File: src/rtl/alu_muldiv_pkg.sv
// Shared definitions for the M-extension multiply/divide unit.
//   - funct3 encodings of the eight M-extension operations
//   - funct7 value the ALU control decoder uses to route R-type ops here
//   - FSM state encoding used by alu_muldiv_unit
package alu_muldiv_pkg;

    localparam logic [2:0] F3_MUL    = 3'b000;
    localparam logic [2:0] F3_MULH   = 3'b001;
    localparam logic [2:0] F3_MULHSU = 3'b010;
    localparam logic [2:0] F3_MULHU  = 3'b011;
    localparam logic [2:0] F3_DIV    = 3'b100;
    localparam logic [2:0] F3_DIVU   = 3'b101;
    localparam logic [2:0] F3_REM    = 3'b110;
    localparam logic [2:0] F3_REMU   = 3'b111;

    localparam logic [6:0] F7_MULDIV = 7'b0000001;

    typedef enum logic [1:0] {
        ST_IDLE = 2'd0,
        ST_CALC = 2'd1,
        ST_DONE = 2'd2
    } state_t;

endpackage

File: src/rtl/alu_muldiv_step.sv
// One radix-2 iteration of the multiply/divide datapath (combinational).
// Ports:
//   is_div   in   1       1: restoring divide step, 0: shift-add multiply step
//   acc      in   2*XLEN  multiply: {partial high, multiplier/low product}
//                         divide:   {partial remainder, dividend/quotient}
//   operand  in   XLEN    multiplicand magnitude or divisor magnitude
//   acc_next out  2*XLEN  next accumulator; in divide mode bit 0 is left 0
//                         for the caller to fill with q_bit
//   q_bit    out  1       quotient bit produced by a divide step
module alu_muldiv_step
    import alu_muldiv_pkg::*;
#(
    parameter int unsigned XLEN = 32
) (
    input  logic                is_div,
    input  logic [2*XLEN-1:0]   acc,
    input  logic [XLEN-1:0]     operand,
    output logic [2*XLEN-1:0]   acc_next,
    output logic                q_bit
);

    logic [XLEN:0] sum;
    logic [XLEN:0] trial;
    logic [XLEN:0] diff;

    always_comb begin
        acc_next = '0;
        q_bit    = 1'b0;
        // Multiply: add multiplicand into the high half when the current
        // multiplier bit is set, then shift the whole accumulator right.
        sum   = {1'b0, acc[2*XLEN-1:XLEN]} + (acc[0] ? {1'b0, operand} : '0);
        // Divide: shift the next dividend bit into the partial remainder and
        // try subtracting the divisor; a clear sign bit means it fits.
        trial = acc[2*XLEN-1:XLEN-1];
        diff  = trial - {1'b0, operand};
        if (is_div) begin
            q_bit    = ~diff[XLEN];
            acc_next = {(q_bit ? diff[XLEN-1:0] : trial[XLEN-1:0]), acc[XLEN-2:0], 1'b0};
        end else begin
            acc_next = {sum, acc[XLEN-1:1]};
        end
    end

endmodule

File: src/rtl/alu_muldiv_unit.sv
// Iterative RV M-extension execute unit (MUL/MULH/MULHSU/MULHU/DIV/DIVU/REM/REMU).
// Radix-2 shift-add multiply and restoring divide, one bit per cycle, on
// operand magnitudes with a sign fix-up on the final step.
// Optional build macro: ALU_MULDIV_FAST_MUL_EN -- MUL* ops use a combinational
// multiplier at accept and complete like the special divide cases.
// Ports:
//   clk, rst          clock; synchronous active-high reset
//   flush             kill the operation in flight
//   in_valid/in_ready request handshake (ready only in IDLE, low during reset)
//   funct3, rs1, rs2  operation and operands, sampled only at accept
//   out_valid/out_ready result handshake; result held stable until taken
//   result            operation result
//   busy              unit is not IDLE
module alu_muldiv_unit
    import alu_muldiv_pkg::*;
#(
    parameter  int unsigned XLEN  = 32,
    localparam int unsigned CNT_W = $clog2(XLEN)
) (
    input  logic            clk,
    input  logic            rst,
    input  logic            flush,
    input  logic            in_valid,
    output logic            in_ready,
    input  logic [2:0]      funct3,
    input  logic [XLEN-1:0] rs1,
    input  logic [XLEN-1:0] rs2,
    output logic            out_valid,
    input  logic            out_ready,
    output logic [XLEN-1:0] result,
    output logic            busy
);

    localparam logic [CNT_W-1:0] CNT_INIT = CNT_W'(XLEN - 1);
    localparam logic [XLEN-1:0]  MOST_NEG = {1'b1, {(XLEN-1){1'b0}}};

    state_t             state_q, state_d;
    logic [2:0]         op_q;
    logic [XLEN-1:0]    opnd_q;
    logic [2*XLEN-1:0]  acc_q;
    logic               neg_q;
    logic               rneg_q;
    logic [CNT_W-1:0]   cnt_q;
    logic [XLEN-1:0]    result_q;

    logic               accept;
    logic               sign_a, sign_b;
    logic               a_neg, b_neg;
    logic [XLEN-1:0]    mag_a, mag_b;
    logic               div_zero, div_ovf;
    logic [XLEN-1:0]    special_res;
    logic               fast_mul;
    logic [XLEN-1:0]    fast_res;

    logic [2*XLEN-1:0]  step_acc;
    logic               step_q;
    logic [2*XLEN-1:0]  acc_d;
    logic [2*XLEN-1:0]  prod_fix;
    logic [XLEN-1:0]    quo_fix, rem_fix;
    logic [XLEN-1:0]    final_res;

    assign in_ready  = (state_q == ST_IDLE) && !rst;
    assign out_valid = (state_q == ST_DONE) && !rst;
    assign busy      = (state_q != ST_IDLE);
    assign result    = result_q;
    assign accept    = in_valid && in_ready && !flush;

    // Operand decode at accept: sign handling and special divide cases.
    always_comb begin
        sign_a = 1'b0;
        sign_b = 1'b0;
        case (funct3)
            F3_MUL, F3_MULH, F3_DIV, F3_REM: begin
                sign_a = 1'b1;
                sign_b = 1'b1;
            end
            F3_MULHSU: sign_a = 1'b1;
            default: ;
        endcase
        a_neg    = sign_a && rs1[XLEN-1];
        b_neg    = sign_b && rs2[XLEN-1];
        mag_a    = a_neg ? -rs1 : rs1;
        mag_b    = b_neg ? -rs2 : rs2;
        div_zero = funct3[2] && (rs2 == '0);
        div_ovf  = ((funct3 == F3_DIV) || (funct3 == F3_REM)) && (rs1 == MOST_NEG) && (rs2 == '1);
        special_res = '0;
        // funct3[1] separates REM/REMU from DIV/DIVU.
        if (div_zero) begin
            special_res = funct3[1] ? rs1 : '1;
        end else if (div_ovf) begin
            special_res = funct3[1] ? '0 : rs1;
        end
    end

`ifdef ALU_MULDIV_FAST_MUL_EN
    logic [2*XLEN-1:0] fast_a, fast_b, fast_prod;

    // Sign-extending to 2*XLEN makes the truncated unsigned product equal
    // the low 2*XLEN bits of the true signed/unsigned product.
    always_comb begin
        fast_a    = {{XLEN{sign_a & rs1[XLEN-1]}}, rs1};
        fast_b    = {{XLEN{sign_b & rs2[XLEN-1]}}, rs2};
        fast_prod = fast_a * fast_b;
        fast_res  = (funct3 == F3_MUL) ? fast_prod[XLEN-1:0] : fast_prod[2*XLEN-1:XLEN];
    end
    assign fast_mul = ~funct3[2];
`else
    assign fast_mul = 1'b0;
    assign fast_res = '0;
`endif

    alu_muldiv_step #(
        .XLEN (XLEN)
    ) u_step (
        .is_div   (op_q[2]),
        .acc      (acc_q),
        .operand  (opnd_q),
        .acc_next (step_acc),
        .q_bit    (step_q)
    );

    // Final-step result: magnitude from the step output, sign applied here.
    always_comb begin
        acc_d    = op_q[2] ? {step_acc[2*XLEN-1:1], step_q} : step_acc;
        prod_fix = neg_q ? -acc_d : acc_d;
        quo_fix  = neg_q ? -acc_d[XLEN-1:0] : acc_d[XLEN-1:0];
        rem_fix  = rneg_q ? -acc_d[2*XLEN-1:XLEN] : acc_d[2*XLEN-1:XLEN];
        case (op_q)
            F3_MUL:                       final_res = prod_fix[XLEN-1:0];
            F3_MULH, F3_MULHSU, F3_MULHU: final_res = prod_fix[2*XLEN-1:XLEN];
            F3_DIV, F3_DIVU:              final_res = quo_fix;
            default:                      final_res = rem_fix;
        endcase
    end

    always_comb begin
        state_d = state_q;
        case (state_q)
            ST_IDLE: begin
                if (accept) begin
                    state_d = (div_zero || div_ovf || fast_mul) ? ST_DONE : ST_CALC;
                end
            end
            ST_CALC: begin
                if (flush) begin
                    state_d = ST_IDLE;
                end else if (cnt_q == '0) begin
                    state_d = ST_DONE;
                end
            end
            ST_DONE: begin
                if (flush || out_ready) begin
                    state_d = ST_IDLE;
                end
            end
            default: state_d = ST_IDLE;
        endcase
    end

    always_ff @(posedge clk) begin
        if (rst) begin
            state_q <= ST_IDLE;
        end else begin
            state_q <= state_d;
        end
    end

    always_ff @(posedge clk) begin
        if (rst) begin
            op_q     <= '0;
            opnd_q   <= '0;
            acc_q    <= '0;
            neg_q    <= 1'b0;
            rneg_q   <= 1'b0;
            cnt_q    <= '0;
            result_q <= '0;
        end else if (accept) begin
            op_q   <= funct3;
            opnd_q <= mag_b;
            acc_q  <= {{XLEN{1'b0}}, mag_a};
            neg_q  <= a_neg ^ b_neg;
            rneg_q <= a_neg;
            cnt_q  <= CNT_INIT;
            if (div_zero || div_ovf) begin
                result_q <= special_res;
            end else if (fast_mul) begin
                result_q <= fast_res;
            end
        end else if ((state_q == ST_CALC) && !flush) begin
            acc_q <= acc_d;
            cnt_q <= cnt_q - CNT_W'(1);
            if (cnt_q == '0) begin
                result_q <= final_res;
            end
        end
    end

endmodule

File: config.mk
export PLATFORM = sky130hd
export DESIGN_NAME = alu_muldiv_unit
export DESIGN_NICKNAME = d
export VERILOG_FILES = /design/src/rtl/alu_muldiv_pkg.sv /design/src/rtl/alu_muldiv_step.sv /design/src/rtl/alu_muldiv_unit.sv
export SDC_FILE = /design/constraint.sdc
export NUM_CORES = 1
export LEC_CHECK = 0
export CORE_UTILIZATION = 40
export DETAILED_ROUTE_END_ITERATION = 10
export GPL_TIMING_DRIVEN = 1
export MAX_ROUTING_LAYER = met4
export PLACE_DENSITY = 0.66
export SYNTH_ARGS = -nofsm -noshare
export SYNTH_HDL_FRONTEND = slang
export SYNTH_SLANG_ARGS = --single-unit
File: constraint.sdc
create_clock -name clk -period 8.2 [get_ports clk]
set_clock_uncertainty 0.1 [all_clocks]
set_input_delay 2.05 -clock clk [delete_from_list [all_inputs] [get_ports clk]]
set_output_delay 2.05 -clock clk [all_outputs]
set_load 0.01 [all_outputs]
======== After elaboration in Yosys (flattened, before gate mapping) ========
Cells that the tools add are included.
word-level totals
  register bits after elaboration ......... 140
cells by class
  $add $sub $neg .......................... 8
  equality and inequality tests ........... 17
  multiplexer cells ....................... 30
  bitwise logic cells ..................... 2
  reduce and logical (&&, ||, !) cells .... 30
operator list
  operator                                          count
  2-to-1 mux 32 bit                                 16
  2-to-1 mux 64 bit                                 2
  negation 32 bit                                   4
  one-hot mux 32 bit (3 select lines)               1
  == test 32 bit, second input constant             2
  negation 64 bit                                   1
  adder 32 x 32 -> 33 bit                           1
  subtractor 33 x 32 -> 33 bit                      1
  zero test 32 bit                                  1
  == test 3 bit, second input constant              4
  logical AND 1 bit                                 10
  2-to-1 mux 2 bit                                  5
  2-to-1 mux 5 bit                                  2
  == test 3 x 2 -> 1 bit, second input constant     3
  == test 3 x 1 -> 1 bit, second input constant     2
  zero test 3 bit                                   2
  one-hot mux 2 bit (3 select lines)                1
  AND reduction 3 bit                               2
  nonzero test 2 bit                                3
  zero test 5 bit                                   1
  OR reduction 5 bit                                1
  subtractor 5 x 1 -> 5 bit, second input constant  1
  != test 2 x 1 -> 1 bit, second input constant     2
  OR reduction 2 bit                                2
  12 further kinds                                  17

======== Depth between registers and ports, before layout ========
  depth after elaboration ................. 10
  mapped depth ............................ 22
  depth with buffers taken out ............ 22

======== By module ========
A second synthesis with hierarchy kept.
unflattened totals
  cells, all modules ...................... 2033
  area, all modules ....................... 14458.9 sq um
by module, submodules not included
  module           times used  cells an instance  area an instance (sq um)  sequential area each (sq um)
  alu_muldiv_unit  1           1350               9810.7                    2802.7
  alu_muldiv_step  1           683                4648.2                    0.0

======== Least setup slack after synthesis ========
OpenSTA, ideal clock, no wires.
  kind .................................... register -> register
  from .................................... register acc_q[31]
  to ...................................... register result_q[28], in the netlist result[28]
  setup time .............................. 0.131 ns
  arrival ................................. 5.318 ns
  data required time ...................... 7.969 ns
  slack ................................... 2.650 ns
  cell stages (with the launch flop) ...... 23
  path buffers ............................ 2
  cell sequence ........................... dfxtp_1 -> inv_1 -> ha_1 -> fa_1 -> nand2b_1 -> a21oi_1 -> o21ai_4 -> o211ai_4 -> a2111oi_4 -> nor3_4 -> buf_4 -> clkbuf_1 -> mux2i_1 -> a21oi_1 -> ha_1 -> inv_1 -> a2111oi_1 -> o221a_2 -> nand4_2 -> or3_4 -> mux2i_1 -> a211oi_1 -> o41ai_2
between the ends
  word-level cells in the longest chain between the ends .. 9
  elaborated cells between the ends (all ways) .. 15
RTL lines
  what                                                          line                                           text
  start: declaration                                            alu_muldiv_unit.sv:40                          logic [2*XLEN-1:0] acc_q;
  start signal: assignment                                      alu_muldiv_unit.sv:180                         acc_q <= {{XLEN{1'b0}}, mag_a};
  subtractor 33 x 32 -> 33 bit                                  alu_muldiv_step.sv:35                          diff = trial - {1'b0, operand};
  2-to-1 mux 32 bit / inverter 1 bit (equally long branches)    alu_muldiv_step.sv:38, alu_muldiv_step.sv:37
  2-to-1 mux 64 bit / 2-to-1 mux 1 bit (equally long branches)  alu_muldiv_step.sv:36, alu_muldiv_unit.sv:124
  negation 64 bit (tied with other cells)                       alu_muldiv_unit.sv:125                         prod_fix = neg_q ? -acc_d : acc_d;
  2-to-1 mux 64 bit (tied with other cells)                     alu_muldiv_unit.sv:125
  one-hot mux 32 bit (3 select lines) *                         alu_muldiv_unit.sv:128                         case (op_q)
  2-to-1 mux 32 bit *                                           alu_muldiv_unit.sv:192                         if (cnt_q == '0) begin
  2-to-1 mux 32 bit *                                           alu_muldiv_unit.sv:189                         end else if ((state_q == ST_CALC) && !flush) begin
  2-to-1 mux 32 bit *                                           alu_muldiv_unit.sv:177                         end else if (accept) begin
  end signal: assignment                                        alu_muldiv_unit.sv:185                         result_q <= special_res;
  end signal: assignment                                        alu_muldiv_unit.sv:187                         result_q <= fast_res;
  end signal: assignment                                        alu_muldiv_unit.sv:193                         result_q <= final_res;
  end: declaration                                              alu_muldiv_unit.sv:44                          logic [XLEN-1:0] result_q;
Every way passes the cells marked *; elsewhere a longest branch is shown, timed or not. The select of a mux whose other input is x is not followed.
A chain may end at the register's enable or synchronous reset.

======== Worst setup path after layout ========
  from .................................... register acc_q[31]
  to ...................................... register result_q[25], in the netlist result[25]
The elaborated chain is that of the path after synthesis.

==> results_dict.tcl <==
set metrics [dict create \
    path_max_fanout 18 \
    core_area_um2 38020 \
    crit-reg2reg-launch "acc_q[31]" \
    grt_use_met1_pct 41.42 \
    rsz0062_at_grt "false" \
    htree_levels 4 \
    setup_slack_ns 1.723 \
    syn_area_per_cell_um2 7.134 \
    cp-end-kind "flop" \
    fmax_ghz 0.1544 \
    gp_congestion 0.9948 \
    globalRoute.busiestLayer "met2" \
    synth.ff_latch_count 140 \
    synth_nets 2333 \
    routed_wl_um 62370 \
    pin_count 107 \
    synth.distinct_cells 102 \
    cts_tree "yes" \
    via_per_inst 6.531 \
    ant_nets 0 \
    synth_area_leaders "dfxtp_1, nor2_1, a21oi_1" \
    cts_made_buffers 17 \
    fin_nets 2341 \
    grt_pass1_vias 16156 \
    synthTopCellsByCount "nor2_1, nand2_1, a21oi_1" \
    cp.required_ns 8.44 \
    setup_viol_count_final 0 \
    start_kind "flop" \
    leakage_nw 6.228 \
    clkLatencyLatePin_ns 0.45 \
    syn2layout_area_growth_pct 12.78 \
    met2_usage_pct 49.82 \
    hold_viol_final 0 \
    synth_top_cell_area_share_pct 17.95 \
    critical_path_arrival_ns 6.72 \
    post-cts-setup-buffers 0 \
    fin_setup_tns_ns 0 \
    grt_pass1_wl_um 95570 \
    row_count 71 \
    hold_slack_ns 0.3736 \
    cts.sinks 140 \
    slew_viol_final 0 \
    placed_cell_area_um2 16970 \
    synth_area_um2 15610 \
    hold_path.class "flop to flop" \
    slew_headroom_pct 18.19 \
    worst_pin_slew_ns 1.227 \
    dp_slack_ns 2.027 \
    ys_warn_count 0 \
    grt_overflow_total 0 \
    drive_above_1_share_pct 5.752 \
    min_from "opnd_q[18]" \
    outcome "completed" \
    fin_crit_ns 6.477 \
    period_share_pct 78.99 \
    cap_viol_max_count 0 \
    grt_max_degree 82 \
    cts_resized 0 \
    vias 17765 \
    synth_edf_count 0 \
    initial_core_util_pct 41.06 \
    use_met3_pct 5.165 \
    cts_root_buf "clkbuf_16" \
    die_area_um2 39820 \
    path_class "flop to flop" \
    antenna_found_initial 2 \
    syn-instance-count 2188 \
    drtIter0Drc 2021 \
    yosysMostFrequentCell "nor2_1" \
    clockBufferDepth 2 \
    ir_drop_mv 0.1537 \
    startpoint "acc_q[31]" \
    track_usage_pct 31.95 \
    firstDrtPassIters 9 \
    ys_seq_area_share_pct 17.95 \
    port_buffers 106 \
    die_h_um 199.5 \
    power_density_nw_per_um2 139.5 \
    yosysTopAreaCell "dfxtp_1" \
    hold_buffers 0 \
    wl_per_cell_um 22.93 \
    ys.flop_type "dfxtp_1" \
    clk_pin_slew_ns 0.07 \
    post-dp-hpwl_um 47490 \
    async_flop_share_pct 0 \
    design_area_um2 17600 \
    fp.dieW_um 199.5 \
    route.detailed.drc 0 \
]
-- cells by family (layout without fill, tap and decap cells) --
group	count (synthesis)	in the layout	synth area share (%)
compound gates	742	742	32.11
flops	140	140	17.95
mux	63	63	4.160
buf+inv	216	236	5.555
simple gates	788	788	24.96
xor+xnor	166	166	9.314
other cells	0	1	0
fa+ha+maj	73	73	5.947
-- final timing paths --
path,end,slack (ns),cells after the start
max,result[25],1.72,17
min,opnd_q[18],0.37,2
max reg2reg,result[25],1.72,17
min reg2reg,opnd_q[18],0.37,2
-- critical path: stages (launching register included) --
cell      delay [ns]
dfxtp_1         0.40
inv_1           0.08
ha_1            0.21
fa_1            0.40
nand2b_1        0.20
a21oi_1         0.41
o21ai_4         0.19
o211ai_4        0.40
a2111o_1        0.59
nand3_1         0.52
buf_4           0.39
o211a_1         0.25
nor4_1          0.58
or4b_1          0.69
o31ai_1         0.34
xnor2_1         0.17
o221ai_1        0.18
o21a_1          0.24
-- metrics by stage --
step / std cells / total power [W] / util, %
after global routing: 2720 / 0.002537 / 46.30
after detailed placement: 2688 / 0.001559 / 44.62
after global placement: 2688 / 0.001550 / 44.62
after CTS: 2719 / 0.002430 / 46.29
final: 2720 / 0.002456 / 46.30
after floorplan: 2188 / 0.001283 / -
-- placed cells by master (no fill, tap or decap), types with 29 or more instances in the layout --
cell type / Yosys / routed
nand4_1: 33 / 33
ha_1: 71 / 71
xnor2_1: 92 / 92
dfxtp_1: 140 / 138
nor3_1: 52 / 50
a21oi_1: 178 / 178
mux2i_1: 53 / 53
buf_4: 3 / 33
a31oi_1: 34 / 34
xor2_1: 74 / 74
inv_1: 65 / 65
nor4_1: 29 / 29
a211oi_1: 82 / 82
o21ai_0: 155 / 155
nor2_1: 238 / 238
a21o_1: 31 / 31
nand2_1: 190 / 189
o31ai_1: 40 / 40
nand3_1: 63 / 63
clkdlybuf4s50_1: 0 / 105
-- per-layer routing --
layer,wire (um),up-vias
met5,0,-
met4,2127,0
met3,5750,148
met2,28210,938
met1,26290,8471
li1,-,8208
-- final cells by class --
type                       instances  area, um^2
antenna                            1       2.502
clock buffer                      21       470.5
multi-input combinational       1832       11970
clock inverter                    10       165.2
inverter                          66       247.7
fill                            3914       20420
tap                              511       639.4
sequential                       140        2808
timing repair buffer             139        1304
-- where the power goes --
part / switching (W) / internal, W
logic: 0.000556 / 0.000285
clock network: 0.000348 / 0.000533
registers: 0.0000279 / 0.000706
total: 0.000932 / 0.00152
-- sequential cells by signal, indices dropped and copies added (netlist names) --
signal and cells:
rneg_q 1, state_q 2, op_q 3, cnt_q 5
acc_q 64, opnd_q 32, result 32, neg_q 1
(Power assumes the default switching activity.)
